==> config.mk <==
export PLATFORM = sky130hd
export DESIGN_NAME = i2c_sht40_target
export DESIGN_NICKNAME = d
export VERILOG_FILES = /design/src/rtl/i2c_sht40_target.sv
export SDC_FILE = /design/constraint.sdc
export NUM_CORES = 1
export LEC_CHECK = 0
export ABC_AREA = 1
export BUFFER_PORTS_ARGS = -buffer_cell sky130_fd_sc_hd__buf_2
export CAP_MARGIN = 20
export CORE_MARGIN = 5
export CORE_UTILIZATION = 60
export DETAILED_ROUTE_END_ITERATION = 8
export PLACE_DENSITY_LB_ADDON = 0.25
export SYNTH_ARGS = -nofsm -noshare
export SYNTH_HDL_FRONTEND = slang
export SYNTH_SLANG_ARGS = --single-unit
==> constraint.sdc <==
create_clock -name clk -period 2.26 [get_ports clk]
set_clock_uncertainty 0.05 [all_clocks]
set_input_delay 0.565 -clock clk [delete_from_list [all_inputs] [get_ports clk]]
set_output_delay 0.565 -clock clk [all_outputs]
set_load 0.01 [all_outputs]
==> src/rtl/i2c_sht40_target.sv <==
// ---------------------------------------------------------------------------
// i2c_sht40_target
//
// I2C target that behaves like an SHT40 humidity/temperature sensor. It
// acknowledges its 7-bit address and accepts the 0xFD high-precision measure
// command. After a programmable conversion time it serves the 6-byte frame
// T_MSB, T_LSB, CRC, RH_MSB, RH_LSB, CRC to read transactions.
// SCL and SDA are oversampled on the system clock. SDA is only ever pulled
// low and never driven high.
//
// Parameters
//   DEV_ADDR     7-bit target address
//   MEAS_CYCLES  clk cycles from command ACK to data ready (>= 1)
//   SYNC_STAGES  synchronizer depth on scl_in/sda_in (>= 2)
//
// Ports
//   clk          system clock (>= 8x SCL rate)
//   rst_n        asynchronous active-low reset
//   scl_in       sampled SCL line
//   sda_in       sampled SDA line
//   sda_oe       1 = pull SDA low, 0 = release
//   temp_sample  temperature word, latched when the measurement completes
//   rh_sample    humidity word, latched when the measurement completes
//   meas_busy    conversion timer running
//   data_valid   a latched frame is available for reads
//   cmd_strobe   one-cycle pulse when 0xFD is accepted
// ---------------------------------------------------------------------------
module i2c_sht40_target #(
  parameter logic [6:0] DEV_ADDR    = 7'h44,
  parameter int         MEAS_CYCLES = 1000,
  parameter int         SYNC_STAGES = 2
) (
  input  logic        clk,
  input  logic        rst_n,
  input  logic        scl_in,
  input  logic        sda_in,
  output logic        sda_oe,
  input  logic [15:0] temp_sample,
  input  logic [15:0] rh_sample,
  output logic        meas_busy,
  output logic        data_valid,
  output logic        cmd_strobe
);

  localparam logic [2:0] ST_IDLE      = 3'd0;
  localparam logic [2:0] ST_ADDR      = 3'd1;
  localparam logic [2:0] ST_CMD       = 3'd2;
  localparam logic [2:0] ST_TX        = 3'd3;
  localparam logic [2:0] ST_WAIT_STOP = 3'd4;

  localparam int TW = $clog2(MEAS_CYCLES + 1);
  localparam logic [7:0] CMD_MEASURE_HP = 8'hFD;

  logic [SYNC_STAGES-1:0] scl_sync, sda_sync;
  logic        scl_d, sda_d;
  logic        scl_s, sda_s;
  logic        scl_rise, scl_fall, start_det, stop_det;

  logic [2:0]  state;
  logic [3:0]  bit_cnt;
  logic [7:0]  shreg;
  logic        ack_phase;
  logic [2:0]  tx_idx;
  logic [TW-1:0] timer;
  logic [15:0] temp_q, rh_q;
  logic [7:0]  crc_t, crc_rh;
  logic [7:0]  tx_byte;
  logic [2:0]  bit_sel;

  // CRC-8, polynomial 0x31, init 0xFF, MSB first, no reflection or final XOR.
  function automatic logic [7:0] crc8(input logic [15:0] word);
    logic [7:0] c;
    c = 8'hFF;
    for (int i = 15; i >= 0; i--) begin
      if (c[7] ^ word[i]) c = {c[6:0], 1'b0} ^ 8'h31;
      else                c = {c[6:0], 1'b0};
    end
    return c;
  endfunction

  // Synchronizers reset to 1 (idle bus is pulled up) so reset release cannot
  // fake a START or STOP.
  always_ff @(posedge clk or negedge rst_n) begin
    if (!rst_n) begin
      scl_sync <= '1;
      sda_sync <= '1;
      scl_d    <= 1'b1;
      sda_d    <= 1'b1;
    end else begin
      scl_sync <= {scl_sync[SYNC_STAGES-2:0], scl_in};
      sda_sync <= {sda_sync[SYNC_STAGES-2:0], sda_in};
      scl_d    <= scl_sync[SYNC_STAGES-1];
      sda_d    <= sda_sync[SYNC_STAGES-1];
    end
  end

  assign scl_s     = scl_sync[SYNC_STAGES-1];
  assign sda_s     = sda_sync[SYNC_STAGES-1];
  assign scl_rise  = scl_s & ~scl_d;
  assign scl_fall  = ~scl_s & scl_d;
  assign start_det = scl_s & scl_d & sda_d & ~sda_s;
  assign stop_det  = scl_s & scl_d & ~sda_d & sda_s;

  // Frame byte currently being shifted out.
  always_comb begin
    tx_byte = 8'hFF;
    case (tx_idx)
      3'd0:    tx_byte = temp_q[15:8];
      3'd1:    tx_byte = temp_q[7:0];
      3'd2:    tx_byte = crc_t;
      3'd3:    tx_byte = rh_q[15:8];
      3'd4:    tx_byte = rh_q[7:0];
      3'd5:    tx_byte = crc_rh;
      default: tx_byte = 8'hFF;
    endcase
  end

  // bit_cnt counts bits already driven, so the next bit is 7 - bit_cnt.
  assign bit_sel = 3'd7 - bit_cnt[2:0];

  // Conversion timer plus bus FSM. The timer can never expire in the same
  // cycle a command is accepted, because a command is accepted only while
  // not busy.
  always_ff @(posedge clk or negedge rst_n) begin
    if (!rst_n) begin
      state      <= ST_IDLE;
      bit_cnt    <= 4'd0;
      shreg      <= 8'd0;
      ack_phase  <= 1'b0;
      tx_idx     <= 3'd0;
      sda_oe     <= 1'b0;
      cmd_strobe <= 1'b0;
      meas_busy  <= 1'b0;
      data_valid <= 1'b0;
      timer      <= '0;
      temp_q     <= 16'd0;
      rh_q       <= 16'd0;
      crc_t      <= 8'd0;
      crc_rh     <= 8'd0;
    end else begin
      cmd_strobe <= 1'b0;

      if (meas_busy) begin
        if (timer <= TW'(1)) begin
          meas_busy  <= 1'b0;
          data_valid <= 1'b1;
          timer      <= '0;
          temp_q     <= temp_sample;
          rh_q       <= rh_sample;
          crc_t      <= crc8(temp_sample);
          crc_rh     <= crc8(rh_sample);
        end else begin
          timer <= timer - TW'(1);
        end
      end

      if (start_det) begin
        state     <= ST_ADDR;
        bit_cnt   <= 4'd0;
        ack_phase <= 1'b0;
        sda_oe    <= 1'b0;
      end else if (stop_det) begin
        state     <= ST_IDLE;
        bit_cnt   <= 4'd0;
        ack_phase <= 1'b0;
        sda_oe    <= 1'b0;
      end else begin
        case (state)
          ST_ADDR: begin
            if (ack_phase) begin
              // End of our ACK clock: a read starts driving byte 0 right away.
              if (scl_fall) begin
                ack_phase <= 1'b0;
                if (shreg[0]) begin
                  state   <= ST_TX;
                  sda_oe  <= ~tx_byte[7];
                  bit_cnt <= 4'd1;
                end else begin
                  state   <= ST_CMD;
                  sda_oe  <= 1'b0;
                  bit_cnt <= 4'd0;
                end
              end
            end else if (scl_rise && bit_cnt < 4'd8) begin
              shreg   <= {shreg[6:0], sda_s};
              bit_cnt <= bit_cnt + 4'd1;
            end else if (scl_fall && bit_cnt == 4'd8) begin
              if (shreg[7:1] == DEV_ADDR &&
                  (!shreg[0] || (data_valid && !meas_busy))) begin
                sda_oe    <= 1'b1;
                ack_phase <= 1'b1;
                tx_idx    <= 3'd0;
              end else begin
                state  <= ST_WAIT_STOP;
                sda_oe <= 1'b0;
              end
            end
          end

          ST_CMD: begin
            if (ack_phase) begin
              if (scl_fall) begin
                ack_phase <= 1'b0;
                sda_oe    <= 1'b0;
                state     <= ST_WAIT_STOP;
              end
            end else if (scl_rise && bit_cnt < 4'd8) begin
              shreg   <= {shreg[6:0], sda_s};
              bit_cnt <= bit_cnt + 4'd1;
            end else if (scl_fall && bit_cnt == 4'd8) begin
              if (shreg == CMD_MEASURE_HP && !meas_busy) begin
                sda_oe     <= 1'b1;
                ack_phase  <= 1'b1;
                cmd_strobe <= 1'b1;
                data_valid <= 1'b0;
                meas_busy  <= 1'b1;
                timer      <= TW'(MEAS_CYCLES);
              end else begin
                state  <= ST_WAIT_STOP;
                sda_oe <= 1'b0;
              end
            end
          end

          ST_TX: begin
            if (!ack_phase) begin
              if (scl_fall) begin
                if (bit_cnt < 4'd8) begin
                  sda_oe  <= ~tx_byte[bit_sel];
                  bit_cnt <= bit_cnt + 4'd1;
                end else begin
                  sda_oe    <= 1'b0;
                  ack_phase <= 1'b1;
                end
              end
            end else if (scl_rise) begin
              // Master ACK/NACK is sampled here. After byte 5 we stop even on
              // an ACK, because the index never wraps.
              if (!sda_s && tx_idx < 3'd5) tx_idx <= tx_idx + 3'd1;
              else                         state  <= ST_WAIT_STOP;
            end else if (scl_fall) begin
              ack_phase <= 1'b0;
              sda_oe    <= ~tx_byte[7];
              bit_cnt   <= 4'd1;
            end
          end

          default: begin
            sda_oe <= 1'b0;
          end
        endcase
      end
    end
  end

endmodule

# ---- Word level (Yosys, flattened, before mapping)
# Index checks and enable logic that the tools add are counted.
dict set report op_classes {
  n_eq_ne 33
  n_lt_le_gt_ge 4
  bitwise 76
  addsub 4
  reduce_logical 20
  mux 197
}
# op n
set ops {}
lappend ops {{$mux W8} 60}
lappend ops {{$mux W6} 32}
lappend ops {{$mux W10} 9}
lappend ops {{$not A3 Y3} 30}
lappend ops {{$mux W3} 22}
lappend ops {{$mux W1} 56}
lappend ops {{$ne A5 B5 Y1 const B} 10}
lappend ops {{$pmux W8 S6} 1}
lappend ops {{$mux W4} 11}
lappend ops {{$xor A1 B1 Y1} 30}
lappend ops {{$ne A4 B4 Y1 const B} 5}
lappend ops {{$ne A2 B2 Y1 const B} 7}
lappend ops {{$eq A3 B2 Y1 const B} 4}
lappend ops {{$pmux W4 S3} 1}
lappend ops {{$reduce_and A12 Y1} 1}
lappend ops {{$le A10 B1 Y1 const B} 1}
lappend ops {{$reduce_and A10 Y1} 1}
lappend ops {{$sub A10 B1 Y10 const B} 1}
lappend ops {{$not A1 Y1} 9}
lappend ops {{$pmux W3 S3} 1}
lappend ops {{$eq A8 B8 Y1 const B} 1}
lappend ops {{$reduce_and A8 Y1} 1}
lappend ops {{$and A1 B1 Y1} 7}
lappend ops {{$eq A7 B7 Y1 const B} 1}
lappend ops {{other kinds (22)} 32}
dict set report totals {
  regBits 87
  elab_cells 352
}

# ---- Longest topological paths before layout
dict set report logic_depth {
  word_depth 61
  mapped_depth 16
  depth_no_buf 16
}

# ---- Worst setup path before layout
# OpenSTA, ideal clock, no wires.
dict set report synth_timing {
  path_type {reg-to-reg}
  start {reg tx_idx[0]}
  end {reg sda_oe}
  stages_incl_launch_ff 12
  required_time_ps 2094
  period_less_slack_ps 1878
  t_arrival_ps 1712
  setup_slack_ps 382
  cell_sequence {dfrtp_1 -> ha_1 -> ha_1 -> clkbuf_1 -> nor4_1 -> nor2_1 -> nand3_1 -> nand2_1 -> nor2_1 -> nand2_1 -> nand2_1 -> nand2_1}
}
dict set report synth_between {
  elab_chain_len 11
  elab_cells_between_ends 22
}
# element line_no
set synth_rtl {}
lappend synth_rtl {{start: declaration} 63} ;# logic [2:0] tx_idx;
lappend synth_rtl {{start signal: assignment} 239} ;# if (!sda_s && tx_idx < 3'd5) tx_idx <= tx_idx + 3'd1;
lappend synth_rtl {{$eq A3 B3 Y1, or another cell as far along} 107} ;# case (tx_idx)
lappend synth_rtl {{$pmux W8 S6 (*)} 107}
lappend synth_rtl {{$bmux W1 S3} 229} ;# sda_oe <= ~tx_byte[bit_sel];
lappend synth_rtl {{$mux W1 (implied by the code)} 229}
lappend synth_rtl {{$not A1 Y1} 229}
lappend synth_rtl {{$mux W1} 228} ;# if (bit_cnt < 4'd8) begin
lappend synth_rtl {{$mux W1} 227} ;# if (scl_fall) begin
lappend synth_rtl {{$mux W1} 226} ;# if (!ack_phase) begin
lappend synth_rtl {{$pmux W1 S3 (*)} 168} ;# case (state)
lappend synth_rtl {{$mux W1 (*)} 162} ;# end else if (stop_det) begin
lappend synth_rtl {{$mux W1 (*)} 157} ;# if (start_det) begin
lappend synth_rtl {{end signal: assignment} 176} ;# sda_oe <= ~tx_byte[7];
lappend synth_rtl {{end signal: assignment} 229}
lappend synth_rtl {{end signal: assignment} 243} ;# sda_oe <= ~tx_byte[7];
lappend synth_rtl {{end: declaration} 37} ;# output logic sda_oe,
# Mark *: on every way between the ends. The rest lies on a longest branch, timed or not. The select of a mux whose other input is x is not followed.
# A chain may end at the register's enable or synchronous reset.

# ---- Worst setup path after layout
# Ends and elaborated chain as after synthesis.

==> summary.md <==
| Metric | Value |
|---|---|
| Initial antenna violation count | 0 |
| Dpl hpwl | 11,200 um |
| Crit path max-delay family | simple AND/OR/NAND/NOR gates |
| Number of synthesized flops with an enable pin | 0 |
| Vias in the first global route | 5,328 |
| Chip Height | 108 um |
| Drt drc | 0 |
| Period minus WS final | 2190 ps |
| DRT Pass-1 Iters | 5 |
| CTS tree | built |
| Mean Syn Cell Area | 6.98 um2 |
| Max cap viols | 0 |
| Final worst setup slack | 70.0 ps |
| Post-synthesis register bit count | 87 |
| Largest net degree at the start of global routing | 66 |
| Initial Util | 61.9% |
| Slew HR | 70.9% |
| HP Class | in2reg |
| Vias/cell | 5.52 |
| PortBufs | 39 |
| Io pins | 40 |
| Synthesized area | 5780 um2 |
| First-pass GRT wire length | 24,300 um |
| # clock sinks | 87 |
| Avg WL per Cell | 14.2 um |
| Post-synth top area cell | dfrtp_1 |
| Most frequent CP cell | nand2_1 |
| Nets | 918 |
| Drt total wl | 14,300 um |
| Crit path launch type | register |
| Post-CTS Setup Bufs | 0 |
| Worst Path Buf+Inv | 1 |
| Synth top area cells | dfrtp_1 35%, nand2_1 19%, nand3_1 7.1% |
| WS Path Type | reg2reg |
| Layout cells sized above 1 | 14.0% |
| H-tree Lvls | 3 |
| Maximum clock insertion buffer count | 2 |
| Die W | 108 um |
| Finished Core Util | 68.7% |
| Critical Path, Cell by Cell | ha_1 -> ha_1 -> nand2_1 -> o21ai_0 -> nor3_2 -> inv_1 -> nor2_1 -> nand3_1 -> nand2_1 -> nor2_1 -> nand2_1 -> nand2_1 -> nand2_1 |
| Worst VDD drop | 368 uV |
| Sequential area share after synthesis | 37.8% |
| Leakage Power | 3.39 nW |
| Top_reg_cell synth | dfrtp_1 |
| Post-Syn Instances | 828 |
| Final instance area | 6410 um2 |
| Endpoints failing hold | 0 |
| Gpl congestion | 0.953 |
| Distinct cell type count of the synthesized netlist | 42 |
| Reg clk slew, reported paths | 90 ps |
| CTS buffer count | 9 |
| Synth-to-Final Area Change | 10.9% |
| Ys async rst share | 100% |
| Root Driver | clkbuf_8 |
| Crit-path max FO | 9 |
| Core Footprint | 9330 um2 |
| Synthesized netlist net count | 872 |
| Placed inst area | 6170 um2 |
| YS warnings | 0 |
| Vias | 5,567 |
| Critical path's largest stage delay | 440 ps |
| Total grt overflow | 0 |
| Commonest cells post-synth | 290 x nand2_1, 98 x inv_1, 82 x nand3_1, 81 x dfrtp_1, 56 x o21ai_0 |
| Die area | 11,700 um2 |
| DRT antenna net count | 0 |
| Power Dens Cells | 589 nW/um2 |
| Outcome | complete, no violations |
| Total track usage | 25.8% |
| Crit path capture type | register |
| Period utilization | 96.9% |
| Crit path DAT | 2450 ps |
| Clk_lat worst skew | 370 ps |
| Final setup fails | 0 |
| Final slew viol count | 0 |
| Fmax | 0.457 GHz |
| FP Rows | 35 |
| Worst path slowest cell | dfrtp_1 |
| Worst-Margin Slew | 434 ps |
| Ant. Diodes | 0 |
| Starting DRT DRC Count | 418 |
| Most numerous cell in the Yosys netlist | nand2_1 |
| Placement Setup Slack | -1.15 ps |
| Synth top area share | 35.1% |
| Critical Path RT | 2520 ps |
[cells by family (layout without fill, tap and decap cells)]
| group | after synthesis | count (layout) | share of synthesized area [%] |
|---|---|---|---|
| AOI/OAI and AO/OA | 93 | 93 | 8.94 |
| xor gates and xnor gates | 31 | 31 | 5.20 |
| adders and majority gates | 8 | 8 | 1.73 |
| buffers and inverters | 120 | 171 | 8.06 |
| DFF | 87 | 87 | 37.8 |
| and+or+nand+nor | 489 | 489 | 38.3 |
[power breakdown]
group	switching, mW	total [mW]	internal [mW]
sequential	0.0843	1.70	1.62
clock	0.596	1.12	0.519
combinational	0.607	0.957	0.350
total	1.29	3.77	2.49
[metal layers]
metal	GRT usage, %	up-vias	wire length [um]
met2	43.2	186	6820
met1	34.1	2583	6330
met4	9.56	0	358
met5	0	-	0
li1	-	2759	-
met3	3.76	39	817
[worst paths after layout]
kind / depth (start not counted) / to / slack (ps) / from
worst max-delay path: 13 / sda_oe$_DFFE_PN0P_ / 70 / tx_idx[0]$_DFFE_PN0P_
worst min-delay path: 1 / scl_sync[0]$_DFF_PN1_ / 230 / scl_in
worst max register to register: 13 / sda_oe$_DFFE_PN0P_ / 70 / tx_idx[0]$_DFFE_PN0P_
min in group asynchronous: 2 / shreg[6]$_DFFE_PN0P_ / 540 / rst_n
max in group asynchronous: 3 / crc_t[1]$_DFFE_PN0P_ / 990 / rst_n
worst min register to register: 0 / scl_sync[1]$_DFF_PN1_ / 310 / scl_sync[0]$_DFF_PN1_
[flip-flops by register name, summed over array words and instances (netlist names), 2 cells and up]
name	cells
sda_sync	2
crc_t	8
shreg	8
bit_cnt	4
tx_idx	3
scl_sync	2
crc_rh	8
rh_q	16
state	3
temp_q	16
timer	10
[layout make-up]
class	instances	area, um2
Inverter	105	394
Clock inverter	6	70.1
Multi-Input combinational cell	621	3160
Fill cell	827	2920
Timing Repair Buffer	50	308
Tap cell	129	161
Sequential cell	87	2180
Clock buffer	10	128
[placed cells by master (no fill, tap or decap), types with 12 or more instances in the layout]
cell and count:
nand2_1 290, inv_1 97, dfrtp_1 81, nand3_1 80, o21ai_0 56, nor2_1 38
buf_2 38, nand2_2 19, xor2_1 16, a21oi_1 14, nand4_1 13, nand3_2 13
xnor2_1 12
[what timing repair did]
item / in CTS / in global routing
endpoints found under the setup margin: 0 / 7
hold endpoints to repair: 2 / 0
hold buffers: 1 / 0
resized for setup: 0 / 7
[per-stage QoR]
step,total power [mW],hold slack (ps),TNS (ps),cells
floorplan,2.40,219,0,828
global placement,2.63,295,0,991
detailed placement,2.67,297,-1.15,991
CTS,3.78,220,0,1008
global route,4.00,222,-36.9,1008
finish,3.77,234,0,1008
[worst register-to-register path, cell delays in order (launching register included)]
cell	delay (ps)
dfrtp_1	440
ha_1	220
ha_1	320
nand2_1	110
o21ai_0	120
nor3_2	280
inv_1	100
nor2_1	120
nand3_1	80
nand2_1	70
nor2_1	40
nand2_1	80
nand2_1	50
nand2_1	60
Note: power is estimated with default switching activity, not from simulation.
